`src/rtl/sdram_pkg.sv`:
```
// Shared definitions for the SDRAM init sequencer: state encoding, pending-command
// encoding and default timing constants also used by the refresh counter.
package sdram_pkg;

    localparam int unsigned SDRAM_POWERUP_CYCLES = 32'd20000;
    localparam int unsigned SDRAM_REFRESH_TIMES  = 32'd8;
    localparam int unsigned SDRAM_GAP_CYCLES     = 32'd4;

    localparam logic [2:0] ST_WAIT_POWERUP = 3'd0;
    localparam logic [2:0] ST_PRECHARGE    = 3'd1;
    localparam logic [2:0] ST_REFRESH      = 3'd2;
    localparam logic [2:0] ST_CONFIG       = 3'd3;
    localparam logic [2:0] ST_GAP          = 3'd4;
    localparam logic [2:0] ST_DONE         = 3'd5;

    typedef enum logic [1:0] {
        NEXT_REFRESH = 2'd0,
        NEXT_CONFIG  = 2'd1,
        NEXT_DONE    = 2'd2
    } next_cmd_e;

    // State the sequencer enters when the gap after a command expires
    function automatic logic [2:0] cmd_state(input next_cmd_e cmd);
        logic [2:0] st;
        case (cmd)
            NEXT_REFRESH: st = ST_REFRESH;
            NEXT_CONFIG:  st = ST_CONFIG;
            NEXT_DONE:    st = ST_DONE;
            default:      st = ST_WAIT_POWERUP;
        endcase
        return st;
    endfunction

endpackage

```
`src/rtl/sdram_init_controller_if.sv`:
```
// Init request/ack handshake between the init sequencer (master) and the
// SDRAM system controller (slave).
interface sdram_init_controller_if;

    logic sdram_inside_order_ack;
    logic sdram_init_precharge_req;
    logic sdram_init_refresh_req;
    logic sdram_init_config_req;
    logic sdram_init_done;
    logic sdram_init_busy;

    modport master (
        input  sdram_inside_order_ack,
        output sdram_init_precharge_req,
        output sdram_init_refresh_req,
        output sdram_init_config_req,
        output sdram_init_done,
        output sdram_init_busy
    );

    modport slave (
        output sdram_inside_order_ack,
        input  sdram_init_precharge_req,
        input  sdram_init_refresh_req,
        input  sdram_init_config_req,
        input  sdram_init_done,
        input  sdram_init_busy
    );

endinterface

```
`src/rtl/sdram_init_timer.sv`:
```
// Clearable up-counter with a terminal-count compare; shared by the power-up
// wait and the post-command gap wait.
module sdram_init_timer #(
    parameter int unsigned WIDTH = 15
) (
    input  logic             clk,
    input  logic             rst_n,
    input  logic             en_i,
    input  logic             clr_i,
    input  logic [WIDTH-1:0] term_i,
    output logic             tc_o
);

    logic [WIDTH-1:0] count_q;
    logic [WIDTH-1:0] count_d;

    // Next count: clear wins, otherwise count up and hold at all-ones
    always_comb begin
        count_d = count_q;
        if (clr_i) begin
            count_d = {WIDTH{1'b0}};
        end else if (en_i && (count_q != {WIDTH{1'b1}})) begin
            count_d = count_q + {{(WIDTH-1){1'b0}}, 1'b1};
        end else begin
            count_d = count_q;
        end
    end

    // Count register
    always_ff @(posedge clk or negedge rst_n) begin
        if (!rst_n) begin
            count_q <= {WIDTH{1'b0}};
        end else begin
            count_q <= count_d;
        end
    end

    assign tc_o = (count_q == term_i);

endmodule

```
`src/rtl/sdram_init_controller.sv`:
```
// Power-up init sequencer: wait, precharge-all, N auto-refreshes, mode-register
// set, then a sticky done flag. Requests are level, held until acked.
module sdram_init_controller
    import sdram_pkg::*;
#(
    parameter int unsigned POWERUP_CYCLES = SDRAM_POWERUP_CYCLES,
    parameter int unsigned REFRESH_TIMES  = SDRAM_REFRESH_TIMES,
    parameter int unsigned GAP_CYCLES     = SDRAM_GAP_CYCLES,
    parameter int unsigned CNT_WIDTH      = 15,
    parameter int unsigned REF_CNT_WIDTH  = 4
) (
    input  logic                      clk,
    input  logic                      rst_n,
    sdram_init_controller_if.master   bus
);

    localparam logic [CNT_WIDTH-1:0]     PU_TERM  = CNT_WIDTH'(POWERUP_CYCLES - 32'd1);
    localparam logic [CNT_WIDTH-1:0]     GAP_TERM = CNT_WIDTH'(GAP_CYCLES - 32'd1);
    localparam logic [REF_CNT_WIDTH-1:0] REF_MAX  = REF_CNT_WIDTH'(REFRESH_TIMES);

    logic [2:0]               state_q,   state_d;
    next_cmd_e                next_q,    next_d;
    logic [REF_CNT_WIDTH-1:0] ref_cnt_q, ref_cnt_d;
    logic                     pre_q,     pre_d;
    logic                     refr_q,    refr_d;
    logic                     cfg_q,     cfg_d;
    logic                     done_q,    done_d;
    logic                     busy_q,    busy_d;

    logic                     timer_en_s;
    logic                     timer_clr_s;
    logic                     timer_tc_s;
    logic [CNT_WIDTH-1:0]     timer_term_s;
    logic [REF_CNT_WIDTH-1:0] ref_cnt_inc_s;
    logic                     ack_s;

    assign ack_s         = bus.sdram_inside_order_ack;
    assign ref_cnt_inc_s = ref_cnt_q + {{(REF_CNT_WIDTH-1){1'b0}}, 1'b1};

    // Terminal count depends on which wait the timer is serving
    always_comb begin
        if (state_q == ST_WAIT_POWERUP) begin
            timer_term_s = PU_TERM;
        end else begin
            timer_term_s = GAP_TERM;
        end
    end

    sdram_init_timer #(
        .WIDTH (CNT_WIDTH)
    ) u_timer (
        .clk    (clk),
        .rst_n  (rst_n),
        .en_i   (timer_en_s),
        .clr_i  (timer_clr_s),
        .term_i (timer_term_s),
        .tc_o   (timer_tc_s)
    );

    // Sequencer next-state; request outputs are computed one cycle ahead so they
    // drop on the ack edge and rise on the edge that leaves a wait state.
    always_comb begin
        state_d     = state_q;
        next_d      = next_q;
        ref_cnt_d   = ref_cnt_q;
        pre_d       = 1'b0;
        refr_d      = 1'b0;
        cfg_d       = 1'b0;
        done_d      = done_q;
        busy_d      = busy_q;
        timer_en_s  = 1'b0;
        timer_clr_s = 1'b0;
        case (state_q)
            ST_WAIT_POWERUP: begin
                timer_en_s = 1'b1;
                if (timer_tc_s) begin
                    timer_clr_s = 1'b1;
                    state_d     = ST_PRECHARGE;
                    pre_d       = 1'b1;
                end else begin
                    pre_d       = 1'b0;
                end
            end
            ST_PRECHARGE: begin
                if (ack_s) begin
                    state_d = ST_GAP;
                    next_d  = NEXT_REFRESH;
                end else begin
                    pre_d   = 1'b1;
                end
            end
            ST_REFRESH: begin
                if (ack_s) begin
                    ref_cnt_d = ref_cnt_inc_s;
                    state_d   = ST_GAP;
                    if (ref_cnt_inc_s < REF_MAX) begin
                        next_d = NEXT_REFRESH;
                    end else begin
                        next_d = NEXT_CONFIG;
                    end
                end else begin
                    refr_d    = 1'b1;
                end
            end
            ST_CONFIG: begin
                if (ack_s) begin
                    state_d = ST_GAP;
                    next_d  = NEXT_DONE;
                end else begin
                    cfg_d   = 1'b1;
                end
            end
            ST_GAP: begin
                timer_en_s = 1'b1;
                if (timer_tc_s) begin
                    timer_clr_s = 1'b1;
                    state_d     = cmd_state(next_q);
                    case (next_q)
                        NEXT_REFRESH: refr_d = 1'b1;
                        NEXT_CONFIG:  cfg_d  = 1'b1;
                        NEXT_DONE: begin
                            done_d = 1'b1;
                            busy_d = 1'b0;
                        end
                        default: begin
                            done_d = 1'b0;
                            busy_d = 1'b1;
                        end
                    endcase
                end else begin
                    timer_clr_s = 1'b0;
                end
            end
            ST_DONE: begin
                done_d = 1'b1;
                busy_d = 1'b0;
            end
            default: begin
                state_d = ST_WAIT_POWERUP;
                done_d  = 1'b0;
                busy_d  = 1'b1;
            end
        endcase
    end

    // Sequencer and output registers
    always_ff @(posedge clk or negedge rst_n) begin
        if (!rst_n) begin
            state_q   <= ST_WAIT_POWERUP;
            next_q    <= NEXT_REFRESH;
            ref_cnt_q <= {REF_CNT_WIDTH{1'b0}};
            pre_q     <= 1'b0;
            refr_q    <= 1'b0;
            cfg_q     <= 1'b0;
            done_q    <= 1'b0;
            busy_q    <= 1'b1;
        end else begin
            state_q   <= state_d;
            next_q    <= next_d;
            ref_cnt_q <= ref_cnt_d;
            pre_q     <= pre_d;
            refr_q    <= refr_d;
            cfg_q     <= cfg_d;
            done_q    <= done_d;
            busy_q    <= busy_d;
        end
    end

    assign bus.sdram_init_precharge_req = pre_q;
    assign bus.sdram_init_refresh_req   = refr_q;
    assign bus.sdram_init_config_req    = cfg_q;
    assign bus.sdram_init_done          = done_q;
    assign bus.sdram_init_busy          = busy_q;

endmodule
```
`src/flat_wrapper.sv`:
```
// flat-port wrapper written by rule: the top's interface ports become plain ports
module sdram_init_controller_flat import sdram_pkg::*;
#(
    parameter int unsigned POWERUP_CYCLES = SDRAM_POWERUP_CYCLES,
    parameter int unsigned REFRESH_TIMES  = SDRAM_REFRESH_TIMES,
    parameter int unsigned GAP_CYCLES     = SDRAM_GAP_CYCLES,
    parameter int unsigned CNT_WIDTH      = 15,
    parameter int unsigned REF_CNT_WIDTH  = 4
)
  (clk, rst_n, bus_sdram_inside_order_ack, bus_sdram_init_precharge_req, bus_sdram_init_refresh_req, bus_sdram_init_config_req, bus_sdram_init_done, bus_sdram_init_busy);
  sdram_init_controller_if bus_i ();
  input  logic clk;
  input  logic rst_n;
  input wire logic [$bits(bus_i.sdram_inside_order_ack)-1:0] bus_sdram_inside_order_ack;
  output wire logic [$bits(bus_i.sdram_init_precharge_req)-1:0] bus_sdram_init_precharge_req;
  output wire logic [$bits(bus_i.sdram_init_refresh_req)-1:0] bus_sdram_init_refresh_req;
  output wire logic [$bits(bus_i.sdram_init_config_req)-1:0] bus_sdram_init_config_req;
  output wire logic [$bits(bus_i.sdram_init_done)-1:0] bus_sdram_init_done;
  output wire logic [$bits(bus_i.sdram_init_busy)-1:0] bus_sdram_init_busy;
  assign bus_i.sdram_inside_order_ack = bus_sdram_inside_order_ack;
  assign bus_sdram_init_precharge_req = bus_i.sdram_init_precharge_req;
  assign bus_sdram_init_refresh_req = bus_i.sdram_init_refresh_req;
  assign bus_sdram_init_config_req = bus_i.sdram_init_config_req;
  assign bus_sdram_init_done = bus_i.sdram_init_done;
  assign bus_sdram_init_busy = bus_i.sdram_init_busy;
  sdram_init_controller #(.POWERUP_CYCLES(POWERUP_CYCLES), .REFRESH_TIMES(REFRESH_TIMES), .GAP_CYCLES(GAP_CYCLES), .CNT_WIDTH(CNT_WIDTH), .REF_CNT_WIDTH(REF_CNT_WIDTH)) u_core (.clk(clk), .rst_n(rst_n), .bus(bus_i));
endmodule
```
`config.mk`:
```
export PLATFORM = sky130hd
export DESIGN_NAME = sdram_init_controller_flat
export DESIGN_NICKNAME = d
export VERILOG_FILES = /design/src/rtl/sdram_pkg.sv /design/src/rtl/sdram_init_controller_if.sv /design/src/rtl/sdram_init_timer.sv /design/src/rtl/sdram_init_controller.sv /design/src/flat_wrapper.sv
export SDC_FILE = /design/constraint.sdc
export NUM_CORES = 1
export LEC_CHECK = 0
export ABC_AREA = 1
export CORE_ASPECT_RATIO = 0.9
export CORE_UTILIZATION = 32
export CTS_CLUSTER_SIZE = 25
export DETAILED_ROUTE_END_ITERATION = 12
export SETUP_SLACK_MARGIN = 0.02
export SLEW_MARGIN = 10
export SYNTH_ARGS = -nofsm -noshare
export SYNTH_HDL_FRONTEND = slang
export SYNTH_HIERARCHICAL = 1
export SYNTH_SLANG_ARGS = --single-unit
```
`constraint.sdc`:
```
create_clock -name clk -period 2.53 [get_ports clk]
set_input_delay 0.506 -clock clk [delete_from_list [all_inputs] [get_ports clk]]
set_output_delay 0.506 -clock clk [all_outputs]
set_load 0.01 [all_outputs]
```
==> flow_summary_export.csv <==
group,metric,value,unit
run_status,status,"finished clean",
timing,fin_skew,0.006540,ns
floorplanning,die_area,6553,sq um
timing,timing.hold.ws,0.4720,ns
worst_setup_path,criticalPathCategory,"reg -> reg",
yosys,syn_inst,268,
detailed_routing,viasPerCell,4.708,
placement,dp_hpwl,3140,um
placement,gp_congestion,0.8515,
layout,finalInstanceArea,2307,sq um
worst_setup_path,r2r_start,"u_core/state_q[2]$_DFFE_PN0P_",
detailed_routing,dr.pass1.iters,4,
worst_setup_path,worst_setup_path_start_kind,"flip-flop",
worst_setup_path,critPathLaunch,"u_core/state_q[2]$_DFFE_PN0P_",
worst_setup_path,worstPathRequired,2.71,ns
clock_tree,clk_latency,0.29,ns
worst_setup_path,crit_fanout,14,
worst_setup_path,r2r-end,"u_core/u_timer/count_q[9]$_DFFE_PN0P_",
timing,grt_setup_unrepaired,"false",
timing,final_max_slew_viol_count,0,
clock_tree,cts_max_path_buffers,2,
global_routing,grt_pass1_wl,7458,um
layout,nFillCells,606,
detailed_routing,dr_total_vias,1695,
clock_tree,cts_buffers,5,
floorplanning,fp.dieW,85.22,um
timing,finalSetupViolations,0,
detailed_routing,drcViolationCount,0,
pwr,peakVddDrop,251.7,uV
floorplanning,pin_count,8,
worst_setup_path,r2r_cells,14,
detailed_routing,drtIter0Drc,82,
global_routing,gr-total-overflow,0,
clock_tree,ctsHtreeMaxLevel,2,
global_routing,gr-usage-all-layers,14.66,%
floorplanning,coreArea,5856,sq um
worst_setup_path,end_kind,"flip-flop",
clock_tree,clk_pin_slew,0.07,ns
yosys,ys_seq_elements,29,
layout,final_util,39.40,%
floorplanning,initial_core_util,34.06,%
yosys,avgSynthCellArea,7.442,sq um
yosys,synth.distinct_cells,30,
pwr,p_leak,1.118,nW
layout,drive_gt1_share,13.79,%
run,max-cap-violations,0,
detailed_routing,wl,4218,um
global_routing,antenna_found_initial,0,
timing,finalSetupTns,0,ns
global_routing,grt_pass1_vias,1556,
layout,syn_to_final_growth,15.68,%
layout,layout.nets,298,
worst_setup_path,rrSetupSlack,0.29,ns
hold_path,holdPathStages,2,
detailed_routing,wire_per_inst,11.72,um
timing,period_needed,2.236,ns
floorplanning,die_y,76.90,um
yosys,yosysWarnings,6,
hold_path,min_path_type,"reg -> reg",
global_routing,grt_max_degree,30,
yosys,ys_seq_area_share,36.45,%
pwr,power.density,431.3,nW/um^2
hold_path,min-delay-start,"u_core/bus.sdram_init_busy$_DFFE_PN1P_",
clock_tree,cts.sinks,29,
floorplanning,floorplan.rows,26,
layout,final_cell_mix,"nand2_1, nand3_1, dfrtp_1",
timing,period_share,88.37,%
placement,placed_cell_area,2192,sq um
detailed_routing,ant_nets,0,
worst_setup_path,crit_arrival,2.42,ns
layout,num_antenna_cells,0,
yosys,netlist_area,1994,sq um
clock_tree,cts_root_buffer,"clkbuf_8",
layout,layout_commonest_cell,"nand2_1",
timing,fmax,447.3,MHz
placement,io_buffers,7,
hold_path,holdPathEnd,"u_core/bus.sdram_init_busy$_DFFE_PN1P_",
clock_tree,cts_tree,"yes",
timing,hold_viol_final,0,
clock_tree,postCtsSetupBuffers,0,
[synthesized netlist by cell type]
| cell | number | area, sq um |
|---|---|---|
| nor3_1 | 4 | 20.02 |
| nor2_2 | 4 | 25.02 |
| or2_2 | 1 | 6.260 |
| nand3_4 | 1 | 17.52 |
| clkinv_4 | 1 | 8.760 |
| o211ai_1 | 1 | 7.510 |
| xnor2_1 | 9 | 78.83 |
| ha_1 | 6 | 75.07 |
| nand3_2 | 2 | 20.02 |
| inv_2 | 4 | 15.01 |
| a21oi_2 | 1 | 8.760 |
| nand2_1 | 84 | 315.3 |
| nand4_1 | 10 | 62.56 |
| nand4_2 | 1 | 12.51 |
| o21ai_1 | 10 | 50.05 |
| o21bai_1 | 1 | 7.510 |
| xor2_1 | 13 | 113.9 |
| buf_6 | 1 | 11.26 |
| buf_2 | 4 | 20.02 |
| nor2_1 | 17 | 63.81 |
| inv_1 | 23 | 86.33 |
| conb_1 | 2 | 7.510 |
| dfrtp_1 | 28 | 700.7 |
| a21oi_1 | 1 | 5.000 |
| buf_1 | 1 | 3.750 |
| nor2_4 | 5 | 56.30 |
| nand2_2 | 2 | 12.51 |
| nand3_1 | 29 | 145.1 |
| nand2_4 | 1 | 11.26 |
| dfstp_2 | 1 | 26.28 |
[power breakdown]
| part | total (mW) | leakage, nW | switching [mW] | internal (mW) |
|---|---|---|---|---|
| sequential | 0.465 | 0.380 | 0.000903 | 0.464 |
| combinational | 0.0297 | 0.684 | 0.0197 | 0.00997 |
| clock | 0.500 | 0.0543 | 0.206 | 0.295 |
| total | 0.995 | 1.12 | 0.226 | 0.769 |
[critical path: stages, from the launching register on]
cell and delay [ns]:
dfrtp_1 0.41, clkinv_4 0.12, nand2_1 0.14, inv_2 0.11, xor2_1 0.17, nor3_1 0.19, nand2_1 0.07, nor2_1 0.13
inv_1 0.11, nor2_2 0.13, inv_1 0.22, o21ai_1 0.15, nor2_1 0.06, nand2_1 0.06, nand2_1 0.05
[through the flow]
step	instances	total power, mW	setup WS [ns]
2_1_floorplan	274	0.4870	0.1252
3_3_place_gp	352	0.5045	0.2418
3_5_place_dp	352	0.5048	0.2049
4_1_cts	360	1.013	0.1797
5_1_grt	360	1.035	0.02659
6_report	360	0.9951	0.2943
[logic make-up (layout without fill, tap and decap cells)]
family	count (synthesis)	in the layout	share of synthesized area [%]
AO/OA/AOI/OAI	14	14	3.953
AND/OR/NAND/NOR	161	161	38.52
buffers and inverters	34	50	7.277
adder cells (fa/ha/maj)	6	6	3.764
XOR/XNOR	22	22	9.661
flip-flops	29	29	36.45
other	2	8	0.3766
[worst max path at each step]
stage,endpoint,slack (ns),cells after the start
floorplan,u_core/u_timer/count_q[13]$_DFFE_PN0P_,0.13,14
global placement,u_core/u_timer/count_q[9]$_DFFE_PN0P_,0.24,15
detailed placement,u_core/u_timer/count_q[9]$_DFFE_PN0P_,0.20,15
CTS,u_core/u_timer/count_q[9]$_DFFE_PN0P_,0.18,15
global route,u_core/u_timer/count_q[9]$_DFFE_PN0P_,0.03,15
finish,u_core/u_timer/count_q[9]$_DFFE_PN0P_,0.29,14
[what timing repair did]
action / 4_1_cts / 5_1_grt
hold buffers: 0 / 0
resized for setup: 0 / 1
setup endpoints to repair: 0 / 9
[per-layer routing]
metal / track usage [%] / routed length [um]
met5: 0 / 0
met4: 6.102 / 82
met3: 3.552 / 153
met2: 19.92 / 1746
met1: 21.77 / 2235
[cell type report]
| type | instances | area (sq um) | area share [%] |
|---|---|---|---|
| Multi-Input combinational cell | 211 | 1145 | 49.62 |
| Sequential cell | 29 | 726.9 | 31.51 |
| Timing Repair Buffer | 14 | 122.6 | 5.315 |
| Inverter | 28 | 110.1 | 4.772 |
| Tap cell | 70 | 87.58 | 3.796 |
| Clock buffer | 5 | 68.82 | 2.983 |
| Clock inverter | 3 | 46.29 | 2.007 |
[sequential cells by signal, summed over array words and instances (netlist names)]
name	flops
u_core/u_timer/count_q	15
u_core/ref_cnt_q	4
u_core/state_q	3
u_core/next_q	2
u_core/bus.sdram_init_busy	1
u_core/bus.sdram_init_config_req	1
u_core/bus.sdram_init_done	1
u_core/bus.sdram_init_precharge_req	1
u_core/bus.sdram_init_refresh_req	1
Power figures use the tool's default switching activity.
